`src/rtl/kmap_scan_pkg.sv`:
```
// ============================================================================
// kmap_scan_pkg : shared types, widths and helpers for the K-map scanner.
// Revision      : 1.0
// ============================================================================
`default_nettype none

package kmap_scan_pkg;

  localparam int TT_W  = 16;
  localparam int SEL_W = 2;
  localparam int CNT_W = 4;
  localparam int POP_W = 5;

  typedef enum logic [1:0] {
    ST_IDLE   = 2'd0,
    ST_SETTLE = 2'd1,
    ST_SAMPLE = 2'd2,
    ST_DONE   = 2'd3
  } kmap_scan_state_t;

  // Truth-table bit position for mux select ab and sweep index cd.
  function automatic logic [SEL_W*2-1:0] tt_index(input logic [SEL_W-1:0] ab,
                                                  input logic [SEL_W-1:0] cd);
    return {ab, cd};
  endfunction

endpackage

`default_nettype wire

```
`src/rtl/kmap_mux_scanner_if.sv`:
```
// ============================================================================
// kmap_mux_scanner_if : sweep/sample and truth-table handshake signal bundle.
// Optional ones_count member under KMAP_SCAN_POPCOUNT_EN.
// Revision            : 1.0
// ============================================================================
`default_nettype none

interface kmap_mux_scanner_if;
  import kmap_scan_pkg::*;

  logic                start;
  logic                c;
  logic                d;
  logic [3:0]          mux_in;
  logic                busy;
  logic                tt_valid;
  logic                tt_ready;
  logic [TT_W-1:0]     tt_data;
`ifdef KMAP_SCAN_POPCOUNT_EN
  logic [POP_W-1:0]    ones_count;
`endif

  // master: the scanner; slave: upstream stage plus downstream consumer.
  modport master (
    input  start, mux_in, tt_ready,
    output c, d, busy, tt_valid, tt_data
`ifdef KMAP_SCAN_POPCOUNT_EN
    , output ones_count
`endif
  );

  modport slave (
    output start, mux_in, tt_ready,
    input  c, d, busy, tt_valid, tt_data
`ifdef KMAP_SCAN_POPCOUNT_EN
    , input ones_count
`endif
  );

endinterface

`default_nettype wire

```
`src/rtl/kmap_popcount16.sv`:
```
// ============================================================================
// kmap_popcount16 : 16-bit population count, 5-bit result.
// Revision        : 1.0
// ============================================================================
`default_nettype none

module kmap_popcount16 (
  input  wire logic [15:0] data_i,
  output logic      [4:0]  count_o
);

  always_comb begin
    count_o = 5'd0;
    for (int i = 0; i < 16; i++) begin
      count_o = count_o + 5'(data_i[i]);
    end
  end

endmodule

`default_nettype wire

```
`src/rtl/kmap_mux_scanner.sv`:
```
// ============================================================================
// kmap_mux_scanner : sweeps {c,d} over the upstream K-map stage and assembles
// the 16-entry truth table of f(a,b,c,d). Optional KMAP_SCAN_POPCOUNT_EN.
// Revision         : 1.0
// ============================================================================
`default_nettype none

module kmap_mux_scanner
  import kmap_scan_pkg::*;
#(
  parameter int SETTLE_CYCLES = 0
) (
  input  wire logic         clk,
  input  wire logic         reset,
  kmap_mux_scanner_if.master scan
);

  localparam bit               HAS_SETTLE  = (SETTLE_CYCLES > 0);
  localparam logic [CNT_W-1:0] SETTLE_LAST = HAS_SETTLE ? CNT_W'(SETTLE_CYCLES - 1)
                                                        : '0;

  kmap_scan_state_t   state_q, state_d;
  logic [SEL_W-1:0]   cd_q, cd_d;
  logic [CNT_W-1:0]   cnt_q, cnt_d;
  logic [TT_W-1:0]    tt_q, tt_d;

  always_ff @(posedge clk) begin
    if (reset) begin
      state_q <= ST_IDLE;
      cd_q    <= '0;
      cnt_q   <= '0;
      tt_q    <= '0;
    end else begin
      state_q <= state_d;
      cd_q    <= cd_d;
      cnt_q   <= cnt_d;
      tt_q    <= tt_d;
    end
  end

  always_comb begin
    state_d = state_q;
    cd_d    = cd_q;
    cnt_d   = cnt_q;
    tt_d    = tt_q;
    case (state_q)
      ST_IDLE: begin
        cd_d  = '0;
        cnt_d = '0;
        if (scan.start) begin
          state_d = HAS_SETTLE ? ST_SETTLE : ST_SAMPLE;
        end
      end
      ST_SETTLE: begin
        if (cnt_q == SETTLE_LAST) begin
          cnt_d   = '0;
          state_d = ST_SAMPLE;
        end else begin
          cnt_d = cnt_q + CNT_W'(1);
        end
      end
      ST_SAMPLE: begin
        for (int ab = 0; ab < 4; ab++) begin
          tt_d[tt_index(SEL_W'(ab), cd_q)] = scan.mux_in[ab];
        end
        // Last index goes straight to DONE, so the 2-bit index never wraps.
        if (cd_q == SEL_W'(3)) begin
          state_d = ST_DONE;
        end else begin
          cd_d    = cd_q + SEL_W'(1);
          state_d = HAS_SETTLE ? ST_SETTLE : ST_SAMPLE;
        end
      end
      ST_DONE: begin
        if (scan.tt_ready) begin
          state_d = ST_IDLE;
          cd_d    = '0;
        end
      end
      default: begin
        state_d = ST_IDLE;
      end
    endcase
  end

  assign scan.c        = cd_q[1];
  assign scan.d        = cd_q[0];
  assign scan.busy     = (state_q == ST_SETTLE) || (state_q == ST_SAMPLE);
  assign scan.tt_valid = (state_q == ST_DONE);
  assign scan.tt_data  = tt_q;

`ifdef KMAP_SCAN_POPCOUNT_EN
  logic [POP_W-1:0] ones_q;
  logic [POP_W-1:0] ones_d;

  kmap_popcount16 u_popcount (
    .data_i  (tt_d),
    .count_o (ones_d)
  );

  // Captured from the completed table on the edge entering DONE.
  always_ff @(posedge clk) begin
    if (reset) begin
      ones_q <= '0;
    end else if ((state_q == ST_SAMPLE) && (state_d == ST_DONE)) begin
      ones_q <= ones_d;
    end
  end

  assign scan.ones_count = ones_q;
`endif

endmodule

`default_nettype wire
```
`src/flat_wrapper.sv`:
```
// flat-port wrapper written by rule: the top's interface ports become plain ports
module kmap_mux_scanner_flat import kmap_scan_pkg::*;
#(
  parameter int SETTLE_CYCLES = 0
)
  (clk, reset, scan_start, scan_mux_in, scan_tt_ready, scan_c, scan_d, scan_busy, scan_tt_valid, scan_tt_data);
  kmap_mux_scanner_if scan_i ();
  input  wire logic clk;
  input  wire logic reset;
  input wire logic [$bits(scan_i.start)-1:0] scan_start;
  input wire logic [$bits(scan_i.mux_in)-1:0] scan_mux_in;
  input wire logic [$bits(scan_i.tt_ready)-1:0] scan_tt_ready;
  output wire logic [$bits(scan_i.c)-1:0] scan_c;
  output wire logic [$bits(scan_i.d)-1:0] scan_d;
  output wire logic [$bits(scan_i.busy)-1:0] scan_busy;
  output wire logic [$bits(scan_i.tt_valid)-1:0] scan_tt_valid;
  output wire logic [$bits(scan_i.tt_data)-1:0] scan_tt_data;
  assign scan_i.start = scan_start;
  assign scan_i.mux_in = scan_mux_in;
  assign scan_i.tt_ready = scan_tt_ready;
  assign scan_c = scan_i.c;
  assign scan_d = scan_i.d;
  assign scan_busy = scan_i.busy;
  assign scan_tt_valid = scan_i.tt_valid;
  assign scan_tt_data = scan_i.tt_data;
  kmap_mux_scanner #(.SETTLE_CYCLES(SETTLE_CYCLES)) u_core (.clk(clk), .reset(reset), .scan(scan_i));
endmodule
```
`config.mk`:
```
export PLATFORM = sky130hd
export DESIGN_NAME = kmap_mux_scanner_flat
export DESIGN_NICKNAME = d
export VERILOG_FILES = /design/src/rtl/kmap_scan_pkg.sv /design/src/rtl/kmap_mux_scanner_if.sv /design/src/rtl/kmap_popcount16.sv /design/src/rtl/kmap_mux_scanner.sv /design/src/flat_wrapper.sv
export SDC_FILE = /design/constraint.sdc
export NUM_CORES = 1
export LEC_CHECK = 0
export BUFFER_PORTS_ARGS = -buffer_cell sky130_fd_sc_hd__buf_2
export CELL_PAD_IN_SITES_DETAIL_PLACEMENT = 1
export CELL_PAD_IN_SITES_GLOBAL_PLACEMENT = 2
export CORE_ASPECT_RATIO = 0.7
export CORE_UTILIZATION = 32
export CTS_CLUSTER_SIZE = 14
export DETAILED_ROUTE_END_ITERATION = 8
export GPL_TIMING_DRIVEN = 0
export PLACE_DENSITY = 0.84
export SKIP_CTS_REPAIR_TIMING = 1
export SYNTH_ARGS = -nofsm -noshare
export SYNTH_HDL_FRONTEND = slang
export SYNTH_SLANG_ARGS = --single-unit
```
`constraint.sdc`:
```
create_clock -name clk -period 3.1 [get_ports clk]
set_input_delay 0.31 -clock clk [delete_from_list [all_inputs] [get_ports clk]]
set_output_delay 0.31 -clock clk [all_outputs]
set_load 0.01 [all_outputs]
```
# ---- Word level (Yosys, flattened, before mapping)
# Index checks and enable logic that the tools add are counted.
# W data, S select, Z words.
dict set report totals {
  reg_bits 24
  latch_bits 0
  mem_bits_rw 0
  mem_bits_ro 0
  inputBits 8
  elab_cells 54
  n_memories 0
}
dict set report classes {
  addsub 2
  multipliers 0
  n_div 0
  order_cmp 8
  eq_ne 8
  n_shift 0
  mux 21
  bitwise 0
  reduce_logical 11
}
# op n
set ops {}
lappend ops {{$bwmux W16} 4}
lappend ops {{$lt A4 B5 Y1 const B} 2}
lappend ops {{$demux W1 S2} 4}
lappend ops {{$ge A4 B1 Y1 const B} 2}
lappend ops {{$mux W2} 4}
lappend ops {{$pmux W2 S4} 1}
lappend ops {{$pmux W4 S2} 1}
lappend ops {{$eq A2 B2 Y1 const B} 3}
lappend ops {{$ne A2 B2 Y1 const B} 3}
lappend ops {{$pmux W2 S3} 1}
lappend ops {{$reduce_and A3 Y1} 2}
lappend ops {{$lt A2 B5 Y1 const B} 1}
lappend ops {{$lt A3 B5 Y1 const B} 1}
lappend ops {{$mux W1} 5}
lappend ops {{$add A4 B1 Y4 const B} 1}
lappend ops {{$logic_and A1 B1 Y1} 4}
lappend ops {{$logic_not A4 Y1} 1}
lappend ops {{$mux W4} 1}
lappend ops {{$ge A3 B1 Y1 const B} 1}
lappend ops {{$reduce_bool A3 Y1} 1}
lappend ops {{$add A2 B1 Y2 const B} 1}
lappend ops {{$eq A2 B1 Y1 const B} 1}
lappend ops {{$ge A2 B1 Y1 const B} 1}
lappend ops {{$logic_not A2 Y1} 1}
lappend ops {{other kinds (3)} 3}

# ---- Depth between registers and ports, before layout
dict set report logic_depth {
  ltp_word 8
  depth_mapped 7
}

# ---- Worst setup path before layout
# Ideal clock, no wire load.
dict set report synth_timing {
  kind {register to register}
  from {reg u_core.state_q[0]}
  to {reg u_core.cd_q[1]}
  setup_ps 70
  arrival_time_ps 1645
  required_ps 3030
  path_slack_ps 1385
  stages_incl_launch_ff 8
  n_path_buf 2
  synth_period_minus_slack_ps 1715
  cell_sequence {dfxtp_1 inv_1 ha_1 buf_6 and2_4 buf_6 or4_1 a21oi_1}
}
dict set report synth_between {
  elab_chain_cells 3
  elab_cells_between_ends 8
  cone_classes {4 x eq/ne; 1 x mux; 3 x reduce/logical}
}
# item line_no
set synth_rtl {}
lappend synth_rtl {{from (decl)} kmap_mux_scanner.sv:22} ;# kmap_scan_state_t state_q, state_d;
lappend synth_rtl {{from (signal assigned)} kmap_mux_scanner.sv:34} ;# state_q <= state_d;
lappend synth_rtl {{$eq A2 B2 Y1 / $logic_not A2 Y1 (equally long branches)} kmap_mux_scanner.sv:46} ;# case (state_q)
lappend synth_rtl {{$ne A2 B2 Y1 (no line) / $reduce_bool A3 Y1 (equally long branches)} -}
lappend synth_rtl {{$reduce_and A3 Y1 (no line)} -}
lappend synth_rtl {{to (signal assigned)} kmap_mux_scanner.sv:30} ;# cd_q <= '0;
lappend synth_rtl {{to (signal assigned)} kmap_mux_scanner.sv:35} ;# cd_q <= cd_d;
lappend synth_rtl {{to (decl)} kmap_mux_scanner.sv:23} ;# logic [SEL_W-1:0] cd_q, cd_d;
# Parallel ways exist; a longest one is shown, timed or not.
# A chain may end at the register's enable or synchronous reset.

# ---- Worst setup path after layout
dict set report layout_timing {
  from {reg u_core.state_q[0]}
  to {reg u_core.cd_q[0]}
}
# The elaborated chain is that of the path after synthesis.

==> impl_metrics.env <==
export IMPL_status="finished clean"
export IMPL_drt_wl_total_um=2958
export IMPL_die_w_um=73.69
export IMPL_worstSkewPairLatency_ps=270
export IMPL_tightest_slew_ps=527.6
export IMPL_cts_root_buf="clkbuf_8"
export IMPL_start_kind="register"
export IMPL_overflow=0
export IMPL_wl_per_cell_um=13.82
export IMPL_grt_usage=0.1704
export IMPL_numCtsBuffers=3
export IMPL_crit_required_ps=3300
export IMPL_path_class="reg -> reg"
export IMPL_path_clk_slew_ps=90
export IMPL_syn_area_um2=1151
export IMPL_power_uw=617.5
export IMPL_cts_tree="done"
export IMPL_setup_viol=0
export IMPL_r2r_start="u_core.state_q[0]"
export IMPL_rr_worst_depth=7
export IMPL_start_util=0.3491
export IMPL_ir_drop_mv=0.2617
export IMPL_synthArstFlopShare=0
export IMPL_cp_common_cell="buf_6"
export IMPL_clockBufferDepth=2
export IMPL_synth_edf_count=0
export IMPL_grt_max_degree=14
export IMPL_dp_hpwl_um=2336
export IMPL_rsz0062_at_grt="no"
export IMPL_die_area_um2=3845
export IMPL_synth_fp_nets=157
export IMPL_num_rows=17
export IMPL_period_needed_ps=1881
export IMPL_maxCapViolCount=0
export IMPL_yosysSeqAreaShare=0.4174
export IMPL_cp_slowest_cell="or4_1"
export IMPL_synth_ff_type="dfxtp_1"
export IMPL_vias_per_cell=4.799
export IMPL_reg2reg_slack_ps=1220
export IMPL_final_antenna_net_count=0
export IMPL_critPathArrivalTime_ps=2080
export IMPL_p_per_area_nw_per_um2=442.6
export IMPL_drc=0
export IMPL_finalHoldViolCount=0
export IMPL_end_kind="register"
export IMPL_r2r_end="u_core.cd_q[0]"
export IMPL_core_um2=3297
export IMPL_fin_cells=214
export IMPL_hp_class="in -> reg"
export IMPL_critPathLaunch="u_core.state_q[0]"
export IMPL_crit_chain="inv_1 > ha_1 > buf_6 > and2_4 > buf_6 > or4_1 > a21oi_1"
export IMPL_critical_path_max_stage_delay_ps=510
export IMPL_ys_warn_count=0
export IMPL_period_share=0.6067
export IMPL_ios=28
export IMPL_avgSynthCellArea_um2=8.402
export IMPL_leakage_uw=0.0006054
export IMPL_maxSlewHeadroom=0.6482
export IMPL_place_inst=210
export IMPL_synth_cell_type_count=23
export IMPL_synth_area_leaders="dfxtp_1, ha_1, a21oi_1"
export IMPL_vias=1027
export IMPL_tns_ps=0
export IMPL_grt_first_pass_wirelength_um=4788
export IMPL_place_gp_congestion=0.7532
export IMPL_fmax_mhz=531.7
export IMPL_drive_gt1_frac=0.2275
export IMPL_drv_slew=0
export IMPL_first_iter_violations=35
export IMPL_cts_htree_levels=1
export IMPL_antenna_cells_inserted=0
export IMPL_clock_sinks=24
export IMPL_die_y_um=52.18
export IMPL_grt_pass1_vias=1029
export IMPL_syn_to_final_growth_pct=21.20
export IMPL_crit_end="u_core.cd_q[0]"
export IMPL_crit_fanout=10
export IMPL_final_nets=188
export IMPL_synthesis_instances=137
export IMPL_firstDrtPassIters=4
export IMPL_synth_largest_area_cell="dfxtp_1"
export IMPL_fin_skew_ps=2.501
export IMPL_antenna_found_initial=0
export IMPL_synth_top_area_share=0.4174
export IMPL_portBuffers=26
export IMPL_ys_ff_latch=24
## flip-flops by register name, summed over array words and instances (netlist names)
| name | count |
|---|---|
| u_core.scan.tt_data | 16 |
| u_core.state_q | 2 |
| u_core.cnt_q | 4 |
| u_core.cd_q | 2 |
## placed cells by master, fill, tap and decap left out
cell and instances:
nor2_1 6, buf_6 2, and2_4 1, a221oi_2 1, or3b_4 1, o31ai_1 2
mux2_2 2, nand2b_1 1, o21ai_0 1, clkbuf_1 4, nor3b_1 1, or4b_1 1
dfxtp_1 24, clkbuf_8 4, nor2b_1 2, nand4b_1 1, buf_2 27, ha_1 12
a31oi_1 1, nand3_1 15, or4_1 2, inv_1 8, nand2_1 27, a21oi_1 21
## power by group
part / switching (uW) / total, uW / leakage, uW / internal [uW]
Sequential: 6.78 / 324 / 0.000195 / 318
Clock: 104 / 217 / 0.0000288 / 114
Combinational: 47.0 / 75.8 / 0.000382 / 28.8
Total: 158 / 618 / 0.000605 / 460
## critical path: cells and delay by family, from the launching register on
kind / cells / cell delay (ps)
flops: 1 / 440
fa+ha+maj: 1 / 210
compound gates: 1 / 140
buf+inv: 3 / 370
simple gates: 2 / 640
## metrics by stage
step                        util  worst slack (ps)  area (um^2)  hold slack, ps
after CTS                 0.4232              1201         1395           307.5
after floorplan                -              1385         1151           446.0
after global routing      0.4232              1111         1395           312.2
final                     0.4232              1219         1395           315.7
after global placement    0.4065              1267         1340           442.7
after detailed placement  0.4065              1238         1340           444.0
## final cells by class
cell class | instances | area, um^2
Sequential cell | 24 | 480.5
Timing Repair Buffer | 26 | 130.1
Tap cell | 47 | 58.81
Fill cell | 423 | 1902
Clock buffer | 4 | 55.05
Inverter | 8 | 30.03
Multi-Input combinational cell | 98 | 598.1
Buffer | 7 | 42.54
## worst min-delay path by stage
stage	startpoint	to	slack, ps	cells after the start
after CTS	scan_mux_in[1]	u_core.scan.tt_data[7]	310	3
after detailed placement	u_core.scan.tt_data[1]	u_core.scan.tt_data[1]	440	2
after global routing	scan_mux_in[1]	u_core.scan.tt_data[7]	310	3
final	scan_mux_in[3]	u_core.scan.tt_data[15]	320	3
after floorplan	scan_mux_in[2]	u_core.scan.tt_data[11]	450	2
after global placement	u_core.scan.tt_data[10]	u_core.scan.tt_data[10]	440	2
## cell families after synthesis
logic type | count (synthesis) | share of synthesized area
AND/OR/NAND/NOR | 58 | 0.2424
AO/OA/AOI/OAI | 26 | 0.1272
adder cells (fa/ha/maj) | 12 | 0.1304
multiplexers | 2 | 0.01956
flip-flops | 24 | 0.4174
buffers and inverters | 15 | 0.06304
## routing by layer
| layer | track usage | routed length, um | part of all wire | up-vias |
|---|---|---|---|---|
| li1 | - | - | - | 520 |
| met1 | 0.2187 | 1455 | 0.49 | 478 |
| met2 | 0.2783 | 1334 | 0.45 | 22 |
| met3 | 0.04038 | 120 | 0.041 | 7 |
| met4 | 0.06410 | 48 | 0.016 | 0 |
| met5 | 0 | 0 | 0 | - |
## cells in the mapped netlist, types with 2 or more instances
master / instances
nand2_1: 27
dfxtp_1: 24
ha_1: 12
mux2_2: 2
or4_1: 2
nand3_1: 15
a21oi_1: 21
inv_1: 8
buf_6: 2
o31ai_1: 2
nor2_1: 6
clkbuf_1: 4
nor2b_1: 2
(Power assumes the default switching activity.)
